--- src/rtl/pipeline_sequencer_if.sv ---
`default_nettype none
// +----------------------------------------------------------------------+
// | Module : pipeline_sequencer_if                                       |
// | Brief  : Control bundle between the pipeline sequencer and the       |
// |          hazard, execute, memory and pipeline-register logic.        |
// | Rev    : 1.0  initial release                                        |
// +----------------------------------------------------------------------+
interface pipeline_sequencer_if #(
  parameter int CNT_W = 16
);
  // Requests into the sequencer
  logic             start;
  logic             bubble;
  logic             branch_taken_x;
  logic             halt_req_d;
  logic             dmem_req_m;
  logic             dmem_ack;

  // Enables, flushes and status out of the sequencer
  logic             en_pc;
  logic             en_fd;
  logic             en_dx;
  logic             en_xm;
  logic             en_mw;
  logic             flush_fd;
  logic             flush_dx;
  logic             running;
  logic             error;
  logic [2:0]       state_o;
  logic [CNT_W-1:0] stall_cnt;
  logic [CNT_W-1:0] flush_cnt;

  // Side that raises the requests and consumes the enables
  modport master (
    output start, bubble, branch_taken_x, halt_req_d, dmem_req_m, dmem_ack,
    input  en_pc, en_fd, en_dx, en_xm, en_mw, flush_fd, flush_dx,
    input  running, error, state_o, stall_cnt, flush_cnt
  );

  // The sequencer itself
  modport slave (
    input  start, bubble, branch_taken_x, halt_req_d, dmem_req_m, dmem_ack,
    output en_pc, en_fd, en_dx, en_xm, en_mw, flush_fd, flush_dx,
    output running, error, state_o, stall_cnt, flush_cnt
  );
endinterface
`default_nettype wire

--- src/rtl/pipeline_sequencer.sv ---
`default_nettype none
// +----------------------------------------------------------------------+
// | Module : pipeline_sequencer                                          |
// | Brief  : Stall/flush controller for the 5-stage pipeline. Turns      |
// |          bubble, branch and memory-wait events into per-stage        |
// |          enables and NOP strobes, runs the run/drain/halt lifecycle  |
// |          and keeps saturating stall and flush counters.              |
// | Rev    : 1.0  initial release                                        |
// +----------------------------------------------------------------------+
module pipeline_sequencer #(
  parameter int CNT_W        = 16,
  parameter int MEM_TIMEOUT  = 64,
  parameter int DRAIN_CYCLES = 3
) (
  input  wire logic            clk,
  input  wire logic            reset,
  pipeline_sequencer_if.slave  bus
);

  // drain_cnt has to hold DRAIN_CYCLES itself
  localparam int DRAIN_W = (DRAIN_CYCLES < 1) ? 1 : $clog2(DRAIN_CYCLES + 1);

  localparam logic [CNT_W-1:0]   C_TIMEOUT    = CNT_W'(MEM_TIMEOUT);
  localparam logic [DRAIN_W-1:0] C_DRAIN_LAST = DRAIN_W'(DRAIN_CYCLES);

  typedef enum logic [2:0] {
    S_IDLE     = 3'd0,
    S_RUN      = 3'd1,
    S_MEM_WAIT = 3'd2,
    S_DRAIN    = 3'd3,
    S_HALTED   = 3'd4,
    S_ERROR    = 3'd5
  } state_t;

  state_t             state_q,     state_d;
  logic [CNT_W-1:0]   wait_cnt_q,  wait_cnt_d;
  logic [DRAIN_W-1:0] drain_cnt_q, drain_cnt_d;
  logic [CNT_W-1:0]   stall_cnt_q, stall_cnt_d;
  logic [CNT_W-1:0]   flush_cnt_q, flush_cnt_d;

  logic en_pc, en_fd, en_dx, en_xm, en_mw, flush_fd, flush_dx;
  logic mem_stall;

  // Counters stick at all-ones instead of wrapping
  function automatic logic [CNT_W-1:0] sat_inc(input logic [CNT_W-1:0] v);
    return (&v) ? v : v + CNT_W'(1);
  endfunction

  assign mem_stall = bus.dmem_req_m && !bus.dmem_ack;

  // Mealy decode: enables/flushes and next-state from registered state plus live inputs
  always_comb begin
    state_d     = state_q;
    wait_cnt_d  = wait_cnt_q;
    drain_cnt_d = drain_cnt_q;
    stall_cnt_d = stall_cnt_q;
    flush_cnt_d = flush_cnt_q;
    en_pc       = 1'b0;
    en_fd       = 1'b0;
    en_dx       = 1'b0;
    en_xm       = 1'b0;
    en_mw       = 1'b0;
    flush_fd    = 1'b0;
    flush_dx    = 1'b0;

    case (state_q)
      S_IDLE, S_HALTED: begin
        if (bus.start) begin
          state_d     = S_RUN;
          stall_cnt_d = '0;
          flush_cnt_d = '0;
        end
      end

      S_RUN, S_MEM_WAIT: begin
        if (state_q == S_RUN && mem_stall) begin
          // New memory stall freezes everything; any branch is re-seen on ack
          state_d     = S_MEM_WAIT;
          wait_cnt_d  = CNT_W'(1);
          stall_cnt_d = sat_inc(stall_cnt_q);
        end else if (state_q == S_MEM_WAIT && !bus.dmem_ack) begin
          wait_cnt_d  = wait_cnt_q + CNT_W'(1);
          stall_cnt_d = sat_inc(stall_cnt_q);
          if (wait_cnt_d == C_TIMEOUT) begin
            state_d = S_ERROR;
          end
        end else begin
          // Normal issue (or the ack cycle of a wait): branch > halt > bubble
          state_d    = S_RUN;
          wait_cnt_d = '0;
          if (bus.branch_taken_x) begin
            // Squashes the decode instruction, so its halt/bubble is dropped
            {en_pc, en_fd, en_dx, en_xm, en_mw} = 5'b11111;
            flush_fd    = 1'b1;
            flush_dx    = 1'b1;
            flush_cnt_d = sat_inc(flush_cnt_q);
          end else if (bus.halt_req_d) begin
            {en_pc, en_fd, en_dx, en_xm, en_mw} = 5'b00111;
            flush_dx    = 1'b1;
            state_d     = S_DRAIN;
            drain_cnt_d = DRAIN_W'(1);
          end else if (bus.bubble) begin
            {en_pc, en_fd, en_dx, en_xm, en_mw} = 5'b00111;
            flush_dx    = 1'b1;
            stall_cnt_d = sat_inc(stall_cnt_q);
          end else begin
            {en_pc, en_fd, en_dx, en_xm, en_mw} = 5'b11111;
          end
        end
      end

      S_DRAIN: begin
        // Retire the back stages with NOPs behind; a memory wait pauses the drain
        if (!mem_stall) begin
          {en_pc, en_fd, en_dx, en_xm, en_mw} = 5'b00111;
          flush_dx = 1'b1;
          if (drain_cnt_q == C_DRAIN_LAST) begin
            state_d     = S_HALTED;
            drain_cnt_d = '0;
          end else begin
            drain_cnt_d = drain_cnt_q + DRAIN_W'(1);
          end
        end
      end

      default: begin
        // ERROR (and unreachable codes) hold until reset
      end
    endcase
  end

  // State and counter registers
  always_ff @(posedge clk or posedge reset) begin
    if (reset) begin
      state_q     <= S_IDLE;
      wait_cnt_q  <= '0;
      drain_cnt_q <= '0;
      stall_cnt_q <= '0;
      flush_cnt_q <= '0;
    end else begin
      state_q     <= state_d;
      wait_cnt_q  <= wait_cnt_d;
      drain_cnt_q <= drain_cnt_d;
      stall_cnt_q <= stall_cnt_d;
      flush_cnt_q <= flush_cnt_d;
    end
  end

  assign bus.en_pc     = en_pc;
  assign bus.en_fd     = en_fd;
  assign bus.en_dx     = en_dx;
  assign bus.en_xm     = en_xm;
  assign bus.en_mw     = en_mw;
  assign bus.flush_fd  = flush_fd;
  assign bus.flush_dx  = flush_dx;
  assign bus.running   = (state_q == S_RUN) || (state_q == S_MEM_WAIT);
  assign bus.error     = (state_q == S_ERROR);
  assign bus.state_o   = state_q;
  assign bus.stall_cnt = stall_cnt_q;
  assign bus.flush_cnt = flush_cnt_q;

endmodule
`default_nettype wire

--- src/flat_wrapper.sv ---
// flat-port wrapper written by rule: the top's interface ports become plain ports
module pipeline_sequencer_flat 
#(
  parameter int CNT_W        = 16,
  parameter int MEM_TIMEOUT  = 64,
  parameter int DRAIN_CYCLES = 3
)
  (clk, reset, bus_start, bus_bubble, bus_branch_taken_x, bus_halt_req_d, bus_dmem_req_m, bus_dmem_ack, bus_en_pc, bus_en_fd, bus_en_dx, bus_en_xm, bus_en_mw, bus_flush_fd, bus_flush_dx, bus_running, bus_error, bus_state_o, bus_stall_cnt, bus_flush_cnt);
  pipeline_sequencer_if #(.CNT_W(CNT_W)) bus_i ();
  input  wire logic clk;
  input  wire logic reset;
  input wire logic [$bits(bus_i.start)-1:0] bus_start;
  input wire logic [$bits(bus_i.bubble)-1:0] bus_bubble;
  input wire logic [$bits(bus_i.branch_taken_x)-1:0] bus_branch_taken_x;
  input wire logic [$bits(bus_i.halt_req_d)-1:0] bus_halt_req_d;
  input wire logic [$bits(bus_i.dmem_req_m)-1:0] bus_dmem_req_m;
  input wire logic [$bits(bus_i.dmem_ack)-1:0] bus_dmem_ack;
  output wire logic [$bits(bus_i.en_pc)-1:0] bus_en_pc;
  output wire logic [$bits(bus_i.en_fd)-1:0] bus_en_fd;
  output wire logic [$bits(bus_i.en_dx)-1:0] bus_en_dx;
  output wire logic [$bits(bus_i.en_xm)-1:0] bus_en_xm;
  output wire logic [$bits(bus_i.en_mw)-1:0] bus_en_mw;
  output wire logic [$bits(bus_i.flush_fd)-1:0] bus_flush_fd;
  output wire logic [$bits(bus_i.flush_dx)-1:0] bus_flush_dx;
  output wire logic [$bits(bus_i.running)-1:0] bus_running;
  output wire logic [$bits(bus_i.error)-1:0] bus_error;
  output wire logic [$bits(bus_i.state_o)-1:0] bus_state_o;
  output wire logic [$bits(bus_i.stall_cnt)-1:0] bus_stall_cnt;
  output wire logic [$bits(bus_i.flush_cnt)-1:0] bus_flush_cnt;
  assign bus_i.start = bus_start;
  assign bus_i.bubble = bus_bubble;
  assign bus_i.branch_taken_x = bus_branch_taken_x;
  assign bus_i.halt_req_d = bus_halt_req_d;
  assign bus_i.dmem_req_m = bus_dmem_req_m;
  assign bus_i.dmem_ack = bus_dmem_ack;
  assign bus_en_pc = bus_i.en_pc;
  assign bus_en_fd = bus_i.en_fd;
  assign bus_en_dx = bus_i.en_dx;
  assign bus_en_xm = bus_i.en_xm;
  assign bus_en_mw = bus_i.en_mw;
  assign bus_flush_fd = bus_i.flush_fd;
  assign bus_flush_dx = bus_i.flush_dx;
  assign bus_running = bus_i.running;
  assign bus_error = bus_i.error;
  assign bus_state_o = bus_i.state_o;
  assign bus_stall_cnt = bus_i.stall_cnt;
  assign bus_flush_cnt = bus_i.flush_cnt;
  pipeline_sequencer #(.CNT_W(CNT_W), .MEM_TIMEOUT(MEM_TIMEOUT), .DRAIN_CYCLES(DRAIN_CYCLES)) u_core (.clk(clk), .reset(reset), .bus(bus_i));
endmodule
--- config.mk ---
export PLATFORM = sky130hd
export DESIGN_NAME = pipeline_sequencer_flat
export DESIGN_NICKNAME = d
export VERILOG_FILES = /design/src/rtl/pipeline_sequencer_if.sv /design/src/rtl/pipeline_sequencer.sv /design/src/flat_wrapper.sv
export SDC_FILE = /design/constraint.sdc
export NUM_CORES = 1
export LEC_CHECK = 0
export CAP_MARGIN = 20
export CORE_MARGIN = 5
export CORE_UTILIZATION = 34
export CTS_CLUSTER_DIAMETER = 200
export DETAILED_ROUTE_END_ITERATION = 8
export DONT_BUFFER_PORTS = 1
export SKIP_LAST_GASP = 1
export SYNTH_ARGS = -nofsm -noshare
export SYNTH_HDL_FRONTEND = slang
export SYNTH_SLANG_ARGS = --single-unit
--- constraint.sdc ---
create_clock -name clk -period 2.35 [get_ports clk]
set_clock_uncertainty 0.15 [all_clocks]
set_input_delay 0.3525 -clock clk [delete_from_list [all_inputs] [get_ports clk]]
set_output_delay 0.3525 -clock clk [all_outputs]
set_load 0.005 [all_outputs]
==> impl_results.md, run 1 <==
* Worst-skew pair later-pin latency at 0.30 ns
* GRT Overall Usage at 0.138
* Via count at 2,831
* Row Count at 35
* R2r startpoint: u_core.bus.state_o[1]
* Initial drt markers at 167
* CTS tree: done
* Post-Syn Area at 3240 sq um
* P&R area growth vs syn at 16.5%
* DRT Wirelength at 8030 um
* HPWL Detailed at 5820 um
* # diodes at 0
* CP max FO at 10
* Post-synthesis net count at 378
* Post-route setup TNS at 0 ns
* R2R depth at 8
* FF+latch count, synth at 53
* # setup viols final at 0
* Maximum clock frequency at ~450 MHz
* Flop2flop setup slack at 0.14 ns
* Die Area at 11,600 sq um
* Synth Flop Type: dfrtp_1
* Synth Instances at 365
* Clock slew at reported path FFs at around 0.10 ns
* Worst Hold End: u_core.bus.state_o[2]
* Critical Path Source Type: register
* Slew @ Worst Pin at 0.573 ns
* Drt via density at around 5.4
* Most frequent cell after synthesis: dfrtp_1
* Synth cell types at 52
* Peak VDD IR at 0.000401 V
* Initial antenna violation count at 0
* CTS buffer count at 5
* Number of global-route vias before repair at 2,640
* Routed length per instance at 15.4 um
* R2R Path End: u_core.bus.flush_cnt[4]
* Asr flop ratio synth at 1.00
* Post-synth top cells: dfrtp_1, nor2_1, nand2_1
* Post-synth top area share at 0.410
* Die width at 108 um
* Worst Setup End Kind: register
* Area contributors post-synth: dfrtp_1, xor2_1, nor2_1
* Finished Layout Cells at 521
* Min Clock Period, post-route at 2.21 ns
* Starting Density at 0.350
* Cell taking the most area after synthesis: dfrtp_1
* Drt drc at 0
* Syn Area/Cell at between 8 and 9 sq um
* Final Max Slew Viols at 0
* Worst Setup Path Type: register to register
* Final worst-path cycle share at 0.939
* Clock sink count at between 50 and 60
* Die H at about 110 um
* Share of cells above drive strength 1 at 0.156
* Data arrival, critical path at 2.29 ns
* IO Pins at 52
* First-pass GRT wire length at 13,200 um
* Hold Path Origin: bus_dmem_ack
* Placed insts at 507
* Core ar. at 9240 sq um
* PwrDens at 860 nW/um^2
* Clk buf depth at 2
* Post-synth EDFFs at 0
* Outcome: finished clean
* Worst Path Required at ~2.4 ns
* Worst Hold Class: input pin to register
* Total global routing overflow at 0
* Hold Fails Final Rpt at 0
* Clock root cell: clkbuf_8
* H-Tree Depth at 2
* First-pass DRT Iterations at 4
* Hold depth at 3
* GP Congestion at 0.842
* Post-DRT Antenna Nets at 0
* Slew margin rel. at 0.618
* Port Buf Inserts at 0
* Max-Cap Viols at 0
* Final nets at approximately 400
* Leak at 0.00163 uW
* Largest net degree at the start of global routing at 30
* Ys Warns at 0
* Sequential element share of the synthesized area at 0.410
-- cell usage in the layout (no fill, tap or decap), types with 2 or more instances in the layout --
cell type	n
clkbuf_8	5
a22o_1	3
and2b_1	2
mux2i_1	2
nand2b_1	6
a31oi_1	2
nand3_1	22
a32o_1	2
nor3b_1	3
and3_1	10
o31ai_1	8
inv_2	2
a21o_1	3
o21ai_0	25
ha_1	5
buf_4	37
bufinv_16	2
nor2_1	34
xnor2_1	4
a21oi_1	18
nand4_1	19
xor2_1	22
and4_1	11
inv_1	3
or4_1	4
nand2_1	30
dfrtp_1	51
o21ai_1	8
a22oi_1	2
dfrtp_2	2
nor3_1	5
buf_12	3
and2_1	6
or3_1	9
-- registers in the layout (all words and copies together) (netlist names) --
| signal | flops |
|---|---|
| u_core.bus.flush_cnt | 16 |
| u_core.bus.stall_cnt | 16 |
| u_core.wait_cnt_q | 16 |
| u_core.bus.state_o | 3 |
| u_core.drain_cnt_q | 2 |
-- what timing repair did --
action | CTS | global route
hold buffers | 1 | 0
setup endpoints to repair | 0 | 9
gates resized for setup | 0 | 2
setup buffers | 0 | 5
hold endpoints to repair | 24 | 0
-- where the power goes --
group | internal, uW | switching, uW | total, uW
registers | 999 | 96.8 | 1100
logic | 599 | 808 | 1410
clock network | 424 | 316 | 740
-- worst max-delay path by stage --
stage / slack (ns) / start / depth (start not counted) / end
5_1_grt: -0.0008 / u_core.bus.state_o[1] / 8 / u_core.bus.flush_cnt[5]
4_1_cts: 0.05 / u_core.bus.state_o[1] / 7 / u_core.bus.flush_cnt[12]
2_1_floorplan: 0.03 / u_core.bus.state_o[2] / 9 / u_core.bus.flush_cnt[0]
6_report: 0.14 / u_core.bus.state_o[1] / 8 / u_core.bus.flush_cnt[4]
3_5_place_dp: 0.08 / u_core.bus.state_o[1] / 7 / u_core.bus.flush_cnt[12]
3_3_place_gp: 0.13 / u_core.bus.state_o[1] / 7 / u_core.bus.flush_cnt[12]
-- cell type report --
class	count	area (sq um)
Clock buffer	5	68.8
Clock inverter	3	65.1
Fill cell	925	5470
Inverter	5	18.8
Multi-Input combinational cell	285	1780
Sequential cell	53	1330
Tap cell	129	161
Timing Repair Buffer	41	348
-- critical path: stages, from the launching register on --
cell     delay [ns]
dfrtp_2        0.45
buf_4          0.17
and2b_1        0.22
a22oi_2        0.09
o21ai_4        0.28
nand3_4        0.15
buf_12         0.16
or3_1          0.34
a21oi_1        0.14
-- per-layer routing --
layer  vias up  track usage  wire length [um]
met4         0       0.0189                22
li1       1383            -                 -
met5         -            0                 0
met2        55        0.232              3780
met1      1391        0.183              3660
met3         2       0.0366               564
-- stage by stage --
stage	hold WS [ns]	area [sq um]	utilization	setup slack, ns	power, uW
finish	0.114	3770	0.408	0.143	3240
global route	0.139	3770	0.408	-0.000845	3470
CTS	0.107	3720	0.403	0.0459	3150
detailed placement	0.177	3580	0.387	0.0790	2400
global placement	0.177	3580	0.387	0.131	2380
floorplan	0.320	3240	-	0.0335	1980
-- cell families after synthesis --
family	share of synthesized area
AND/OR/NAND/NOR	0.287
AO/OA/AOI/OAI	0.163
flip-flops	0.410
buffers and inverters	0.0414
XOR/XNOR	0.0703
adder cells (fa/ha/maj)	0.0193
multiplexers	0.00966
Power figures use the tool's default switching activity.
==> run 2: changes to the inputs <==
CORE_ASPECT_RATIO = 1.5   (was not set)
SLEW_MARGIN = 15   (was not set)
==> run 2 against run 1 <==
  * The flow now finishes with violations (negative hold slack)
  * Register-to-register slack about the same
  * Die area up 0.35%
  * Maximum frequency up 0.39%
  * Global-route usage up 0.54 points
  * Utilization down 1.3 points
==> impl_results.md, run 2 (synthesis gave the netlist of run 1 again) <==
* Outcome: complete, but fails checks (was finished clean)
* Failing checks: negative hold slack
* Peak VDD IR at 0.000456 V (was 0.000401 V)
* Clock root cell: clkbuf_16 (was clkbuf_8)
* DP Worst Slack at 0.0981 ns (was 0.0790 ns)
* Post-route setup TNS at 0 ns (unchanged)
* Drt via density at 5.58 (was 5.43)
* Worst stage delay on the critical path at 0.61 ns (was 0.45 ns)
* DP Area at 3530 sq um (was 3580 sq um)
* Post-CTS setup buffers at 0 (unchanged)
* R2r startpoint: u_core.bus.state_o[1] (unchanged)
* Initial antenna violation count at 0 (unchanged)
* PwrDens at 844 nW/um^2 (was 860 nW/um^2)
* R2R Path End: u_core.bus.flush_cnt[4] (unchanged)
* GRT Overall Usage at 0.144 (was 0.138)
* Min Clock Period, post-route at 2.20 ns (was 2.21 ns)
* Crit-path cells: and2_1 > or2_1 > or4_4 > nand3_4 > or3_1 > a21oi_1 (was buf_4 > and2b_1 > a22oi_2 > o21ai_4 > nand3_4 > buf_12 > or3_1 > a21oi_1)
* WHS at -0.0163 ns (was 0.114 ns)
* Worst Path Required at 2.36 ns (was 2.44 ns)
* Flop2flop setup slack at 0.15 ns (was 0.14 ns)
* # setup viols final at 0 (unchanged)
* Total power at 3110 uW (was 3240 uW)
* Design area at 3680 sq um (was 3770 sq um)
* Final worst-path cycle share at 0.935 (was 0.939)
* Worst Setup Path Type: register to register (unchanged)
* Final Max Slew Viols at 0 (unchanged)
* Clock slew at reported path FFs at 0.07 ns (was 0.10 ns)
* Max-Cap Viols at 0 (unchanged)
* Die H at 130 um (was 108 um)
* CTS tree: done (unchanged)
* Die Area at 11,600 sq um (about the same)
* Most common cell after layout, fill and taps aside: dfrtp_1 (unchanged)
* Commonest cells after routing, fill and taps aside: dfrtp_1, buf_4, nor2_1, nand2_1, o21ai_0 (unchanged)
* Share of cells above drive strength 1 at 0.145 (was 0.156)
* Via count at 2,777 (was 2,831)
* CTS buffer count at 5 (unchanged)
* Worst Setup End Kind: register (unchanged)
* Slew @ Worst Pin at 0.675 ns (was 0.573 ns)
* Number of global-route vias before repair at 2,779 (was 2,640)
* Drt drc at 0 (unchanged)
* Critical Path Source Type: register (unchanged)
* DRT Wirelength at 8010 um (was 8030 um)
* Slew margin rel. at 0.550 (was 0.618)
* GP Congestion at 0.825 (was 0.842)
* R2R depth at 6 (was 8)
* Clk buf depth at 2 (unchanged)
* Final WS setup at 0.152 ns (was 0.143 ns)
* RSZ-0062 raised after global routing: no
* Leak at 0.00158 uW (was 0.00163 uW)
* Starting Density at 0.348 (was 0.350)
* Port Buf Inserts at 0 (unchanged)
* H-Tree Depth at 2 (unchanged)
* Initial drt markers at 175 (was 167)
* Largest net degree at the start of global routing at 54 (was 30)
* Maximum clock frequency at 455 MHz (was 453 MHz)
* Worst-skew pair later-pin latency at 0.29 ns (was 0.30 ns)
* Core Util, Final at 0.395 (was 0.408)
* Die width at 89.7 um (was 108 um)
* Hold Fails Final Rpt at 40 (was 0)
* # fillers at 948 (was 925)
* # diodes at 0 (unchanged)
* P&R area growth vs syn at 13.7% (was 16.5%)
* First-pass GRT wire length at 13,400 um (was 13,200 um)
* Clock sink count at 53 (unchanged)
* Worst Hold Class: input pin to asynchronous set/reset pin (was input pin to register)
* Routed length per instance at 16.1 um (was 15.4 um)
* First-pass DRT Iterations at 4 (unchanged)
* CP max FO at 16 (was 10)
* Total global routing overflow at 0 (unchanged)
* Final nets at 398 (was 404)
* Core ar. at 9310 sq um (was 9240 sq um)
* Data arrival, critical path at 2.21 ns (was 2.29 ns)
* HPWL Detailed at 5910 um (was 5820 um)
* Row Count at 43 (was 35)
* Crit-path slowest cell: or4_4 (was dfrtp_2)
* Post-DRT Antenna Nets at 0 (unchanged)
* IO Pins at 52 (unchanged)
## run 2: area by class of cell
| class | count | area [sq um] | area share |
|---|---|---|---|
| Sequential cell | 53 | 1330 | 0.361 |
| Clock inverter | 1 | 7.51 | 0.00204 |
| Inverter | 5 | 18.8 | 0.00510 |
| Tap cell | 112 | 140 | 0.0381 |
| Multi-Input combinational cell | 285 | 1790 | 0.486 |
| Clock buffer | 7 | 133 | 0.0360 |
| Timing Repair Buffer | 35 | 263 | 0.0714 |
## run 2: repair_timing
action	4_1_cts	5_1_grt
hold buffers	0	0
endpoints found under the setup margin	0	16
gates resized for setup	0	4
## run 2: worst max path at each step
stage                           from                  endpoint  slack, ns
3_5_place_dp   u_core.bus.state_o[0]  u_core.bus.flush_cnt[12]        0.1
2_1_floorplan  u_core.bus.state_o[2]   u_core.bus.flush_cnt[0]       0.03
3_3_place_gp   u_core.bus.state_o[0]  u_core.bus.flush_cnt[12]       0.14
6_report       u_core.bus.state_o[1]   u_core.bus.flush_cnt[4]       0.15
5_1_grt        u_core.bus.state_o[1]  u_core.bus.stall_cnt[12]       0.02
4_1_cts        u_core.bus.state_o[0]  u_core.bus.flush_cnt[12]       0.08
## run 2: worst max-delay path, delay by kind of cell (launching register included)
kind / cells / cell delay (ns)
AND/OR/NAND/NOR: 5 / 1.40
flip-flops: 1 / 0.46
AO/OA/AOI/OAI: 1 / 0.06
## run 2: metal layers
metal	share of wire	GRT usage	vias to the layer above
met5	0	0	-
met4	0.013	0.0421	0
met3	0.042	0.0286	9
met2	0.55	0.264	36
met1	0.40	0.163	1365
li1	-	-	1367
## run 2: metrics by stage
step           hold slack (ns)  cells
6_report               -0.0163    498
5_1_grt                 0.0587    498
3_3_place_gp             0.326    490
4_1_cts                 0.0199    498
3_5_place_dp             0.332    490
2_1_floorplan            0.320    365
## run 2: where the power goes
| group | leakage (uW) | internal, uW | total [uW] | switching [uW] |
|---|---|---|---|---|
| Clock | 0.0000641 | 397 | 725 | 328 |
| Combinational | 0.000788 | 503 | 1260 | 758 |
| Sequential | 0.000724 | 1000 | 1120 | 120 |
